<file path="src/rtl/operand_mux_pipe_pkg.sv">
// Shared definitions for operand_mux_pipe: occupancy encoding, legal source
// count range and the select-width helpers used to size ports.
package operand_mux_pipe_pkg;

  localparam int NUM_IN_MIN = 2;
  localparam int NUM_IN_MAX = 16;

  typedef enum logic [1:0] {
    OCC_EMPTY = 2'd0,
    OCC_ONE   = 2'd1,
    OCC_TWO   = 2'd2
  } occ_e;

  function automatic int clog2(input int value);
    int result;
    result = 0;
    for (int i = 0; i < 31; i++) begin
      if ((1 << i) < value) result = i + 1;
    end
    return result;
  endfunction

  // Out-of-range source counts are pulled into the legal range so the
  // select width never collapses to zero bits.
  function automatic int sel_w(input int num_in);
    int n;
    n = (num_in < NUM_IN_MIN) ? NUM_IN_MIN :
        (num_in > NUM_IN_MAX) ? NUM_IN_MAX : num_in;
    return clog2(n);
  endfunction

endpackage

</file>
<file path="src/rtl/operand_mux_pipe_skid_reg.sv">
// Generic 2-entry skid buffer: main register drives the output, skid entry
// absorbs one extra beat so in_ready can be registered without losing throughput.
module operand_mux_pipe_skid_reg
  import operand_mux_pipe_pkg::*;
#(
  parameter int DW = 8
) (
  input  logic          clk,
  input  logic          rst,
  input  logic          flush,
  input  logic [DW-1:0] in_data,
  input  logic          in_valid,
  output logic          in_ready,
  output logic [DW-1:0] out_data,
  output logic          out_valid,
  input  logic          out_ready
);

  occ_e          r_state;
  occ_e          w_state_next;
  logic          r_in_ready;
  logic [DW-1:0] r_main;
  logic [DW-1:0] r_skid;
  logic          w_accept;
  logic          w_retire;
  logic          w_load_main_in;
  logic          w_load_main_skid;
  logic          w_load_skid;

  assign w_accept = in_valid && r_in_ready && !flush;
  assign w_retire = (r_state != OCC_EMPTY) && out_ready;

  always_ff @(posedge clk) begin
    if (rst) begin
      r_state    <= OCC_EMPTY;
      r_in_ready <= 1'b1;
    end else begin
      r_state    <= w_state_next;
      r_in_ready <= (w_state_next != OCC_TWO);
    end
  end

  always_comb begin
    w_state_next = r_state;
    if (flush) begin
      w_state_next = OCC_EMPTY;
    end else begin
      case (r_state)
        OCC_EMPTY: if (w_accept) w_state_next = OCC_ONE;
        OCC_ONE: begin
          if (w_accept && !w_retire)      w_state_next = OCC_TWO;
          else if (w_retire && !w_accept) w_state_next = OCC_EMPTY;
        end
        OCC_TWO:   if (w_retire) w_state_next = OCC_ONE;
        default:   w_state_next = OCC_EMPTY;
      endcase
    end
  end

  // Loads are suppressed during flush so out_data keeps its last value.
  always_comb begin
    out_valid        = (r_state != OCC_EMPTY);
    w_load_main_in   = 1'b0;
    w_load_main_skid = 1'b0;
    w_load_skid      = 1'b0;
    if (!flush) begin
      case (r_state)
        OCC_EMPTY: w_load_main_in = w_accept;
        OCC_ONE: begin
          w_load_main_in = w_accept && w_retire;
          w_load_skid    = w_accept && !w_retire;
        end
        OCC_TWO:   w_load_main_skid = w_retire;
        default:   w_load_main_in = 1'b0;
      endcase
    end
  end

  always_ff @(posedge clk) begin
    if (rst) begin
      r_main <= '0;
      r_skid <= '0;
    end else begin
      if (w_load_main_in)        r_main <= in_data;
      else if (w_load_main_skid) r_main <= r_skid;
      if (w_load_skid)           r_skid <= in_data;
    end
  end

  assign in_ready = r_in_ready;
  assign out_data = r_main;

endmodule

</file>
<file path="src/rtl/operand_mux_pipe.sv">
// Registered NUM_IN:1 operand selector with valid/ready output, flush and a
// sticky out-of-range select flag.
module operand_mux_pipe
  import operand_mux_pipe_pkg::*;
#(
  parameter int               WIDTH       = 8,
  parameter int               NUM_IN      = 4,
  parameter logic [WIDTH-1:0] DEFAULT_VAL = '0
) (
  input  logic                      clk,
  input  logic                      rst,
  input  logic [NUM_IN*WIDTH-1:0]   in_data,
  input  logic [sel_w(NUM_IN)-1:0]  sel,
  input  logic                      in_valid,
  output logic                      in_ready,
  input  logic                      flush,
  output logic [WIDTH-1:0]          out_data,
  output logic [sel_w(NUM_IN)-1:0]  out_sel,
  output logic                      out_valid,
  input  logic                      out_ready,
  output logic                      sel_err,
  input  logic                      err_clr
);

  localparam int SEL_W = sel_w(NUM_IN);
  localparam int NSLOT = 1 << SEL_W;
  localparam logic [SEL_W:0] NUM_IN_W = (SEL_W + 1)'(NUM_IN);

  logic [WIDTH-1:0] w_src [NSLOT];
  logic [WIDTH-1:0] w_sel_data;
  logic             w_oor;
  logic             w_accept;
  logic             r_sel_err;

  // Unused select codes map to DEFAULT_VAL, so the mux is a plain index.
  for (genvar gi = 0; gi < NSLOT; gi++) begin : g_src
    if (gi < NUM_IN) begin : g_real
      assign w_src[gi] = in_data[gi*WIDTH +: WIDTH];
    end else begin : g_default
      assign w_src[gi] = DEFAULT_VAL;
    end
  end

  assign w_sel_data = w_src[sel];
  assign w_oor      = ({1'b0, sel} >= NUM_IN_W);
  assign w_accept   = in_valid && in_ready && !flush;

  operand_mux_pipe_skid_reg #(
    .DW(WIDTH + SEL_W)
  ) u_skid (
    .clk      (clk),
    .rst      (rst),
    .flush    (flush),
    .in_data  ({w_sel_data, sel}),
    .in_valid (in_valid),
    .in_ready (in_ready),
    .out_data ({out_data, out_sel}),
    .out_valid(out_valid),
    .out_ready(out_ready)
  );

  // Setting beats clearing when both happen in the same cycle.
  always_ff @(posedge clk) begin
    if (rst)                    r_sel_err <= 1'b0;
    else if (w_accept && w_oor) r_sel_err <= 1'b1;
    else if (err_clr)           r_sel_err <= 1'b0;
  end

  assign sel_err = r_sel_err;

endmodule

</file>
<file path="config.mk">
export PLATFORM = sky130hd
export DESIGN_NAME = operand_mux_pipe
export DESIGN_NICKNAME = d
export VERILOG_FILES = /design/src/rtl/operand_mux_pipe_pkg.sv /design/src/rtl/operand_mux_pipe_skid_reg.sv /design/src/rtl/operand_mux_pipe.sv
export SDC_FILE = /design/constraint.sdc
export NUM_CORES = 1
export LEC_CHECK = 0
export ABC_CLOCK_PERIOD_IN_PS = 2300
export CORE_AREA = 8 8 62 64
export CTS_CLUSTER_SIZE = 28
export DETAILED_ROUTE_END_ITERATION = 10
export DIE_AREA = 0 0 70 72
export PLACE_DENSITY = 0.77
export SLEW_MARGIN = 20
export SYNTH_ARGS = -nofsm -noshare
export SYNTH_HDL_FRONTEND = slang
export SYNTH_SLANG_ARGS = --single-unit
</file>
<file path="constraint.sdc">
create_clock -name clk -period 2.3 [get_ports clk]
set_input_delay 0.69 -clock clk [delete_from_list [all_inputs] [get_ports clk]]
set_output_delay 0.69 -clock clk [all_outputs]
set_load 0.005 [all_outputs]
</file>
* After elaboration in Yosys (flattened, before gate mapping)
Index checks and enable logic that the tools add are counted.
** Cells by class
- Order comparisons :: 1
- Equality and inequality tests :: 3
- Mux-type cells :: 17
- Bitwise operators :: 1
- Reduce and logical (&&, ||, !) cells :: 12
** Operator list (number)
- 10-bit 2-to-1 mux :: 2
- 8-bit binary-select mux with 2-bit select :: 1
- 8-bit 2-to-1 mux :: 2
- 2-bit 2-to-1 mux :: 5
- 1-bit logical AND :: 6
- 2-bit case mux with 3 select lines :: 1
- 1-bit 2-to-1 mux :: 5
- 2-bit nonzero test :: 2
- 3-bit >= comparator (second input constant) :: 1
- 1-bit zero test :: 3
- 2-bit NOT with 3-bit output :: 1
- 2-bit by 1-bit == test with 1-bit output (second input constant) :: 1
- 2-bit == test (second input constant) :: 1
- 2-bit zero test :: 1
- 2-bit inequality test (second input constant) :: 1
- 1-bit case mux with 2 select lines :: 1
** Word-level totals
- Register bits after elaboration :: 23
- Logic and storage cells :: 38

* Longest topological paths before layout
- Depth in word-level cells :: 9
- Mapped depth :: 4
- Mapped depth without buffers :: 3

* Modules after synthesis
A second synthesis with hierarchy kept.
** Second synthesis, totals
- Cell total of the unflattened synthesis :: 133
- Area, all modules :: 1218.7 µm²
** By module, submodules not included
- operand_mux_pipe_skid_reg :: times used 1, cells each 121, area an instance 1011.0 µm², sequential area each 460.4 µm²
- operand_mux_pipe :: times used 1, cells each 12, area an instance 207.7 µm², sequential area each 0.0 µm²

* Least setup slack after synthesis
OpenSTA, ideal clock, no wires.
- Kind :: input port to flip-flop
- Start point :: input sel[0]
- End point :: register u_skid.r_skid[2]
- Setup time :: 0.132 ns
- Arrival time :: 1.614 ns
- Slack :: 0.554 ns
- Stages on the path :: 4
- Path buffers :: 1
- Cells stage by stage :: buf_2 mux4_2 nand3_1 a21oi_1
** Between the ends
- Longest elaborated chain between the ends :: 4
** RTL lines
- start: declaration :: line operand_mux_pipe.sv:13 : input logic [sel_w(NUM_IN)-1:0] sel,
- 2-bit NOT with 3-bit output (not written as such) :: line operand_mux_pipe.sv:44 : assign w_sel_data = w_src[sel];
- 8-bit binary-select mux with 2-bit select :: line operand_mux_pipe.sv:44
- 8-bit 2-to-1 mux (not written as such) (2 in a row) :: line operand_mux_pipe.sv:44
- end signal: assignment :: line operand_mux_pipe_skid_reg.sv:86 : if (w_load_skid) r_skid <= in_data;
- end: declaration :: line operand_mux_pipe_skid_reg.sv:23 : logic [DW-1:0] r_skid;
Every way passes these cells. The select of a mux whose other input is x is not followed.
A chain may end at the register's enable or synchronous reset.

* Worst setup path after layout
- Start point :: register u_skid.r_state[0]
- End point :: output out_valid
** Between the ends
- Longest elaborated chain between the ends :: 1
** RTL lines
- start: declaration :: line operand_mux_pipe_skid_reg.sv:19 : occ_e r_state;
- start signal: assignment :: line operand_mux_pipe_skid_reg.sv:38 : r_state <= w_state_next;
- 2-bit nonzero test :: line operand_mux_pipe_skid_reg.sv:62 : out_valid = (r_state != OCC_EMPTY);
- end: declaration :: line operand_mux_pipe.sv:19 : output logic out_valid,
Every way passes these cells.

==> flow_summary.ini <==
[cells_and_area]
layout.core_utilization = 0.621
num_antenna_cells = 0
drive_gt1_frac = 0.145
nFillCells = 233
finalNonFillerCells = 199
fin_nets = 207
design_area_um2 = 1800
area_growth_pct = 50.6

[placement]
portBuffers = 50
dp_slack_ns = 0.0386
gp_congestion = 0.786
placed_area_um2 = 1770
dp_hpwl_um = 2630
numPlacedInstances = 195

[floorplanning]
die_w_um = 70
die_h_um = 72
initial_utilization = 0.412
io-pin-count = 53
die-area_um2 = 5040
core_area_um2 = 2900
num_rows = 20

[synth]
yosysTopAreaCellShare = 0.385
ys_types = 31
netlist_area_um2 = 1200
yosys_warnings = 0
avgSynthCellArea_um2 = 10.6
yosys_most_used_dff = dfxtp_1
yosys_register_bits = 23
synthArstFlopShare = 0
yosysSeqAreaShare = 0.385
synthTopCellsByCount = dfxtp_1, a21oi_1, o21ai_0
synth_nets = 153
synth_cells = 113
synth_largest_area_cell = dfxtp_1
synth_edf_count = 0
yosysMostFrequentCell = dfxtp_1
synth_area_leaders = dfxtp_1, mux4_2, mux2i_1, o2bb2ai_1, a21oi_1

[pwr]
p_leak_nw = 0.595
p_per_area_nw_per_um2 = 440
power_mw = 0.792
peakVddDrop_mv = 0.276

[detailed_routing]
vias = 1151
drt-total-wl_um = 3310
avgViaCountPerCell = 5.78
ant_nets = 0
firstDrtPassIters = 4
drt_iter0_markers = 41
wire_per_inst_um = 16.6
route.detailed.drc = 0

[clock_tree]
hold_buffers = 0
cts.sinks = 23
htree_levels = 1
cts_setup_buffers = 0
cts_inserted_buffers = 3
tritoncts = done
clockBufferDepth = 2
cts_root_buf = clkbuf_4
cts_resized = 0
clk_pin_slew_ns = 0.12
clkLatencyLatePin_ns = 0.31

[status]
outcome = finished, final reports clean

[global_route]
overflow = 0
grt_max_degree = 15
grt_pass1_vias = 1220
grt_first_pass_wirelength_um = 5550
antenna_found_initial = 0
grt_use_total = 0.132

[sta]
timing.hold.ws_ns = 0.484
min_period_over_period = 0.908
finalMaxSlewViolations = 0
fin_skew_ns = 0.00894
setup_viol = 0
max_freq_mhz = 479
rsz0062_at_grt = no
fin_tns_setup_ns = 0
fin_crit_ns = 2.09
setup_slack_ns = 0.213
final_hold_viol_count = 0

[critical_path]
worst-setup-path-type = flop to output pin
cp.required_ns = 1.61
crit_arrival_ns = 1.40
endpoint_kind = output pin
r2r_cells = 3
critPathMaxFanout = 6
crit_path_start_kind = flop

[min_path]
min_path_cells = 2
hold_path.class = flop to flop

[run]
maxCapViolCount = 0
## path summary, 6_finish.rpt
check                     from                  to  slack, ns
max          u_skid.r_state[0]           out_valid       0.21
min           u_skid.r_skid[4]    u_skid.r_skid[4]       0.48
max reg2reg  u_skid.r_state[0]  u_skid.out_data[6]       0.92
min reg2reg   u_skid.r_skid[4]    u_skid.r_skid[4]       0.48
## report_power, final
group | switching, mW | leakage, nW | internal [mW] | total, mW
logic | 0.0646 | 0.390 | 0.124 | 0.188
registers | 0.00695 | 0.187 | 0.411 | 0.418
clock network | 0.121 | 0.0177 | 0.0649 | 0.186
total | 0.192 | 0.595 | 0.600 | 0.792
## sequential cells by signal, summed over array words and instances (netlist names)
| signal | count |
|---|---|
| u_skid.r_skid | 10 |
| u_skid.in_ready | 1 |
| u_skid.out_data | 10 |
| u_skid.r_state | 2 |
## cell families (layout without fill, tap and decap cells)
group | after synthesis | after routing | share of synthesized area
compound gates | 35 | 35 | 0.183
buf+inv | 11 | 64 | 0.0502
flops | 23 | 23 | 0.385
mux | 18 | 18 | 0.234
other cells | 1 | 1 | 0.00314
simple gates | 25 | 25 | 0.144
## final cells by class
cell class                      count  area, um2  share of cell area
Clock buffer                        3       22.5              0.0125
Timing Repair Buffer               59        593               0.329
Tap cell                           33       41.3              0.0229
Sequential cell                    23        460               0.256
Inverter                            1       3.75             0.00208
Clock inverter                      1       5.00             0.00278
Multi-Input combinational cell     79        676               0.375
## worst max-delay path, stage by stage, from the launching register on
cell and delay, ns:
dfxtp_1 0.37, or2_1 0.26, clkdlybuf4s50_1 0.47
## per-layer routing
metal  vias to the layer above  track usage  share of wire
met5                         -            0              0
met3                        10       0.0491          0.089
met4                         0       0.0647          0.016
met2                        53        0.232           0.52
met1                       547        0.134           0.37
li1                        541            -              -
## cells in the final DEF, fill, tap and decap left out
| cell type | count |
|---|---|
| nor3_4 | 1 |
| nor3_1 | 2 |
| or2b_1 | 1 |
| a21oi_1 | 11 |
| a21o_1 | 1 |
| inv_1 | 1 |
| or3_1 | 1 |
| mux4_2 | 8 |
| nand4bb_2 | 1 |
| buf_4 | 7 |
| clkinv_2 | 1 |
| and4bb_1 | 1 |
| conb_1 | 1 |
| and2b_1 | 1 |
| a211oi_1 | 2 |
| clkdlybuf4s50_1 | 50 |
| dfxtp_1 | 23 |
| or2_1 | 1 |
| clkbuf_4 | 3 |
| and4bb_2 | 1 |
| nor4_1 | 1 |
| nand2_1 | 2 |
| nor2b_1 | 1 |
| nand3_1 | 10 |
| o211ai_1 | 1 |
| o2bb2ai_1 | 8 |
| buf_12 | 2 |
| mux2i_1 | 10 |
| or4_1 | 1 |
| a311oi_1 | 1 |
| o21ai_0 | 11 |
(Power assumes the default switching activity.)
==> variant 1: new RTL, same settings <==
The 3 values of `occ_e` get a one-hot encoding in 3 bits.
--- a/src/rtl/operand_mux_pipe_pkg.sv
+++ b/src/rtl/operand_mux_pipe_pkg.sv
@@ -7,6 +7,6 @@
 
-  typedef enum logic [1:0] {
-    OCC_EMPTY = 2'd0,
-    OCC_ONE   = 2'd1,
-    OCC_TWO   = 2'd2
+  typedef enum logic [2:0] {
+    OCC_EMPTY = 3'b001,
+    OCC_ONE   = 3'b010,
+    OCC_TWO   = 3'b100
   } occ_e;
Behaviour: no difference found for any inputs over 10 cycles, from zero or initial values and one cycle with rst high; not proved beyond that.
==> variant 1 against the original RTL <==
  * Highest routed layer unchanged
  * Sequential cell count up 1
  * Global-route usage is 0.087 points lower
  * Sequential share of layout area decreased by 0.34 points
  * Combinational power grew 9%
  * Synthesized area grew 13%
  * Routed wire length is 4.3% higher
  * Worst setup slack got worse by 0.099 ns
  * Synthesized cell count is 16% higher
  * First-iteration DRC count rose by 22%
  * Critical path type unchanged
  * Power rose by 20%
  * Core utilization up 3.9 points
  * Design area rose by 6.3%
==> variant 1: results <==
group,metric,value,unit
synth,synth_common_cells,"dfxtp_1 (24), nor2_1 (23), nand2_1 (22), mux2i_1 (11), mux4_2 (8)",
clock_tree,htree_levels,1,
drt,wl_per_cell,16.37,um
setup_path,crit_fanout,8,
setup_path,worstReg2RegEnd,"u_skid.r_skid[2]",
power_and_ir_drop,leakagePower,0.7374,nW
clock_tree,cts_buffers,3,
hold_path,min_path_type,"reg -> reg",
setup_path,crit_arrival,1.50,ns
setup_path,startpoint,"u_skid.r_state[0]",
global_route,grt_pass1_wl,5520,um
layout,num_antenna_cells,0,
setup_path,r2r_cells,4,
clock_tree,clockBufferDepth,2,
layout,fillers,226,
placed_design,gp_congestion,0.8582,
placed_design,hpwlAfterDp,2772,um
clock_tree,post_cts_buffers,0,
synth,ys.flop_type,"dfxtp_1",
layout,final_nets,219,
timing,finClkSkew,0.003051,ns
synth,synth_area_leaders,"dfxtp_1 (35%), mux4_2 (13%), mux2i_1 (8.1%), nor2_1 (6.4%), nand2_1 (6.1%)",
drt,dr_total_vias,1149,
status,outcome,"complete, no violations",
synth,synth_nets,171,
run,cap_viol_max_count,0,
global_route,antenna_found_initial,0,
setup_path,cp-endpoint,"out_valid",
layout,drive_gt1_share,17.98,%
global_route,grt.total_usage,13.08,%
synth,seq_area_frac_synth,35.49,%
setup_path,reg2reg_setup_slack,0.70,ns
global_route,grt_max_degree,21,
power_and_ir_drop,ir_worst_vdd,0.4128,mV
placed_design,port_buffers,50,
setup_path,reg2reg_from,"u_skid.r_state[2]",
synth,async_reset_ff_share,0,%
clock_tree,cts_root_buf,"clkbuf_4",
global_route,first_global_vias,1264,
drt,drc,0,
drt,drtIter0Drc,50,
drt,antenna_left,0,
variant 1: critical path: stages, from the launching register on:
cell             delay, ns
dfxtp_2               0.44
nor2b_4               0.24
nand2b_1              0.07
clkdlybuf4s50_1       0.44
variant 1: how the worst min path moves through the flow:
stage	from	to	slack, ns	depth (start not counted)
floorplan	u_skid.r_skid[0]	u_skid.out_data[0]	0.45	2
global placement	u_skid.r_skid[3]	u_skid.out_data[3]	0.46	2
detailed placement	u_skid.r_skid[3]	u_skid.out_data[3]	0.47	2
CTS	u_skid.r_skid[3]	u_skid.out_data[3]	0.49	2
global route	u_skid.r_skid[9]	u_skid.out_data[9]	0.51	2
finish	u_skid.r_skid[3]	u_skid.out_data[3]	0.49	2
variant 1: cell families after synthesis:
| logic type | count (synthesis) | synth area share [%] |
|---|---|---|
| and+or+nand+nor | 56 | 21.63 |
| other | 1 | 0.2770 |
| DFF | 24 | 35.49 |
| xor gates and xnor gates | 2 | 1.294 |
| AOI/OAI and AO/OA | 16 | 12.02 |
| buffers and inverters | 13 | 7.855 |
| muxes | 19 | 21.44 |
variant 1: routing by layer:
layer  track usage (%)  up-vias  share of wire, %
li1                  -      558                 -
met1             12.71      546                39
met2             24.37       41                53
met3             3.956        4               6.8
met4             6.920        0              0.98
met5                 0        -                 0
variant 1: what timing repair did:
| action | in CTS | in global routing |
|---|---|---|
| gates resized for setup | 1 | 2 |
| setup endpoints to repair | 1 | 1 |
| hold buffers | 0 | 0 |
variant 1: through the flow:
step | instances | cell area [sq um] | setup WS, ns | util [%]
3_5_place_dp | 207 | 1856 | -0.01624 | 63.92
5_1_grt | 211 | 1916 | 0.005073 | 65.99
6_report | 211 | 1916 | 0.1139 | 65.99
3_3_place_gp | 207 | 1856 | 0.06504 | 63.92
4_1_cts | 211 | 1913 | 0.0002401 | 65.91
2_1_floorplan | 131 | 1354 | 0.6574 | -
variant 1: where the power goes:
group	switching, mW	internal [mW]	leakage (nW)
clock network	0.127	0.176	0.0279
logic	0.0685	0.136	0.514
registers	0.0113	0.431	0.195
variant 1: layout make-up:
cell class	count	area [sq um]	share of cell area [%]
clock buffers	3	22.52	1.176
clock inverters	1	30.03	1.568
inverters	1	3.754	0.1960
multi-input cells	94	772.0	40.30
flip-flops and latches	24	483.0	25.21
well taps	33	41.29	2.155
repair buffers	55	563.0	29.39
==> variant 2: new RTL, config.mk and constraints unchanged <==
Without the edit above. Change the parameter `WIDTH` from 8 to 10.
--- a/src/rtl/operand_mux_pipe.sv
+++ b/src/rtl/operand_mux_pipe.sv
@@ -5,3 +5,3 @@
 #(
-  parameter int               WIDTH       = 8,
+  parameter int               WIDTH       = 10,
   parameter int               NUM_IN      = 4,
Interface: changed (resized in_data and out_data); port bits go from 53 to 63. No check against the original RTL was run, so the function may have changed too.
==> variant 2 against the original RTL <==
  * Register-to-register slack lost 0.06 ns
  * Worst setup slack lost 0.050 ns
  * Non-clock buffer count grew 13
  * Core utilization grew 11 points
  * Power grew 17%
  * Clock skew shrank 0.0014 ns
  * Design area grew 17%
  * Routed wire length grew 23%
  * Synthesized cell count grew 17%
  * Sequential share of layout area is essentially flat
  * Synthesized area grew 17%
  * Sequential cell count grew 4
  * Critical path type unchanged
  * Critical endpoint unchanged
  * Largest cell class unchanged
==> variant 2: results <==
group,metric,value,unit
power_and_ir_drop,leakagePower,0.6955,nW
timing,finClkSkew,0.007583,ns
setup_path,max_stage_delay,0.50,ns
placed_design,gp_congestion,0.7787,
global_route,grt_max_degree,16,
drt,dr_total_vias,1306,
drt,wl_met1,1672,um
synth,synth_area_leaders,"dfxtp_1 (39%), mux4_2 (16%), mux2i_1 (8.6%), o2bb2ai_1 (6.3%), o21ai_0 (4.7%)",
global_route,first_global_vias,1406,
power_and_ir_drop,ir_worst_vdd,0.3373,mV
placed_design,pre_cts_ws,0.05384,ns
layout,fillers,237,
drt,drt_first_pass_iters,4,
status,outcome,"complete, no violations",
drt,drt_wl_total,4068,um
drt,drtIter0Drc,52,
synth,synth_common_cells,"dfxtp_1 (27), o21ai_0 (13), a21oi_1 (12), mux2i_1 (12), nand3_1 (12)",
layout,final_nets,244,
placed_design,port_buffers,60,
placed_design,hpwlAfterDp,3247,um
layout,num_antenna_cells,0,
synth,synth_nets,180,
global_route,grt_pass1_wl,6872,um
drt,route.met3.wl,201,um
drt,wl_met2,2145,um
synth,seq_area_frac_synth,38.68,%
global_route,grt.total_usage,16.48,%
clock_tree,clk_pin_slew,0.15,ns
layout,drive_gt1_share,14.87,%
setup_path,crit_arrival,1.45,ns
## variant 2: cell count changes in the layout (fill, tap and decap cells not counted), sizes merged, moves of 2 or more
cell,before,now
nand3,10,12
o21ai,11,13
o2bb2ai,8,10
clkdlybuf4s50,50,60
mux2i,10,12
mux4,8,10
dfxtp,23,27
a21oi,11,13
buf,9,12
## variant 2: area by class of cell
type                            count  area share [%]
Multi-Input combinational cell     91           37.26
Timing Repair Buffer               72           33.83
Sequential cell                    27           25.55
Tap cell                           33           1.952
Clock buffer                        4           1.242
Inverter                            1          0.1774
## variant 2: layer usage
| layer | up-vias | global-route usage, % |
|---|---|---|
| met3 | 6 | 3.820 |
| li1 | 640 | - |
| met5 | - | 0 |
| met4 | 0 | 5.580 |
| met1 | 619 | 18.84 |
| met2 | 41 | 29.44 |
## variant 2: cells by family (layout without fill, tap and decap cells)
family / after synthesis / count (layout) / synth area share, %
simple gates: 27 / 27 / 12.36
compound gates: 41 / 41 / 18.62
other cells: 1 / 1 / 0.2683
buf+inv: 14 / 77 / 5.371
mux: 22 / 22 / 24.71
flops: 27 / 27 / 38.68
## variant 2: worst reg2reg max path: stages, from the launching register on
cell and delay (ns):
dfxtp_1 0.39, nor4bb_2 0.29, buf_4 0.18, a21o_1 0.34, o2bb2ai_1 0.13
## variant 2: final timing paths
path	from	endpoint	slack, ns	cells after the start
worst min register to register	u_skid.r_skid[5]	u_skid.r_skid[5]	0.49	2
worst max register to register	u_skid.r_state[1]	u_skid.out_data[10]	0.86	4
worst max-delay path	u_skid.r_state[0]	out_valid	0.16	2
worst min-delay path	u_skid.r_skid[5]	u_skid.r_skid[5]	0.49	2
## variant 2: report_power, final
| group | internal [mW] | switching [mW] | total, mW | leakage (nW) |
|---|---|---|---|---|
| clock | 0.0680 | 0.141 | 0.209 | 0.0150 |
| sequential | 0.483 | 0.00876 | 0.492 | 0.219 |
| combinational | 0.148 | 0.0769 | 0.225 | 0.461 |
## variant 2: per-stage QoR
step | std cells | instance area (sq um) | power (mW)
3_5_place_dp | 224 | 2090 | 0.7286
5_1_grt | 228 | 2116 | 0.9676
2_1_floorplan | 132 | 1398 | 0.5914
6_report | 228 | 2116 | 0.9257
4_1_cts | 228 | 2116 | 0.9306
3_3_place_gp | 224 | 2090 | 0.7236
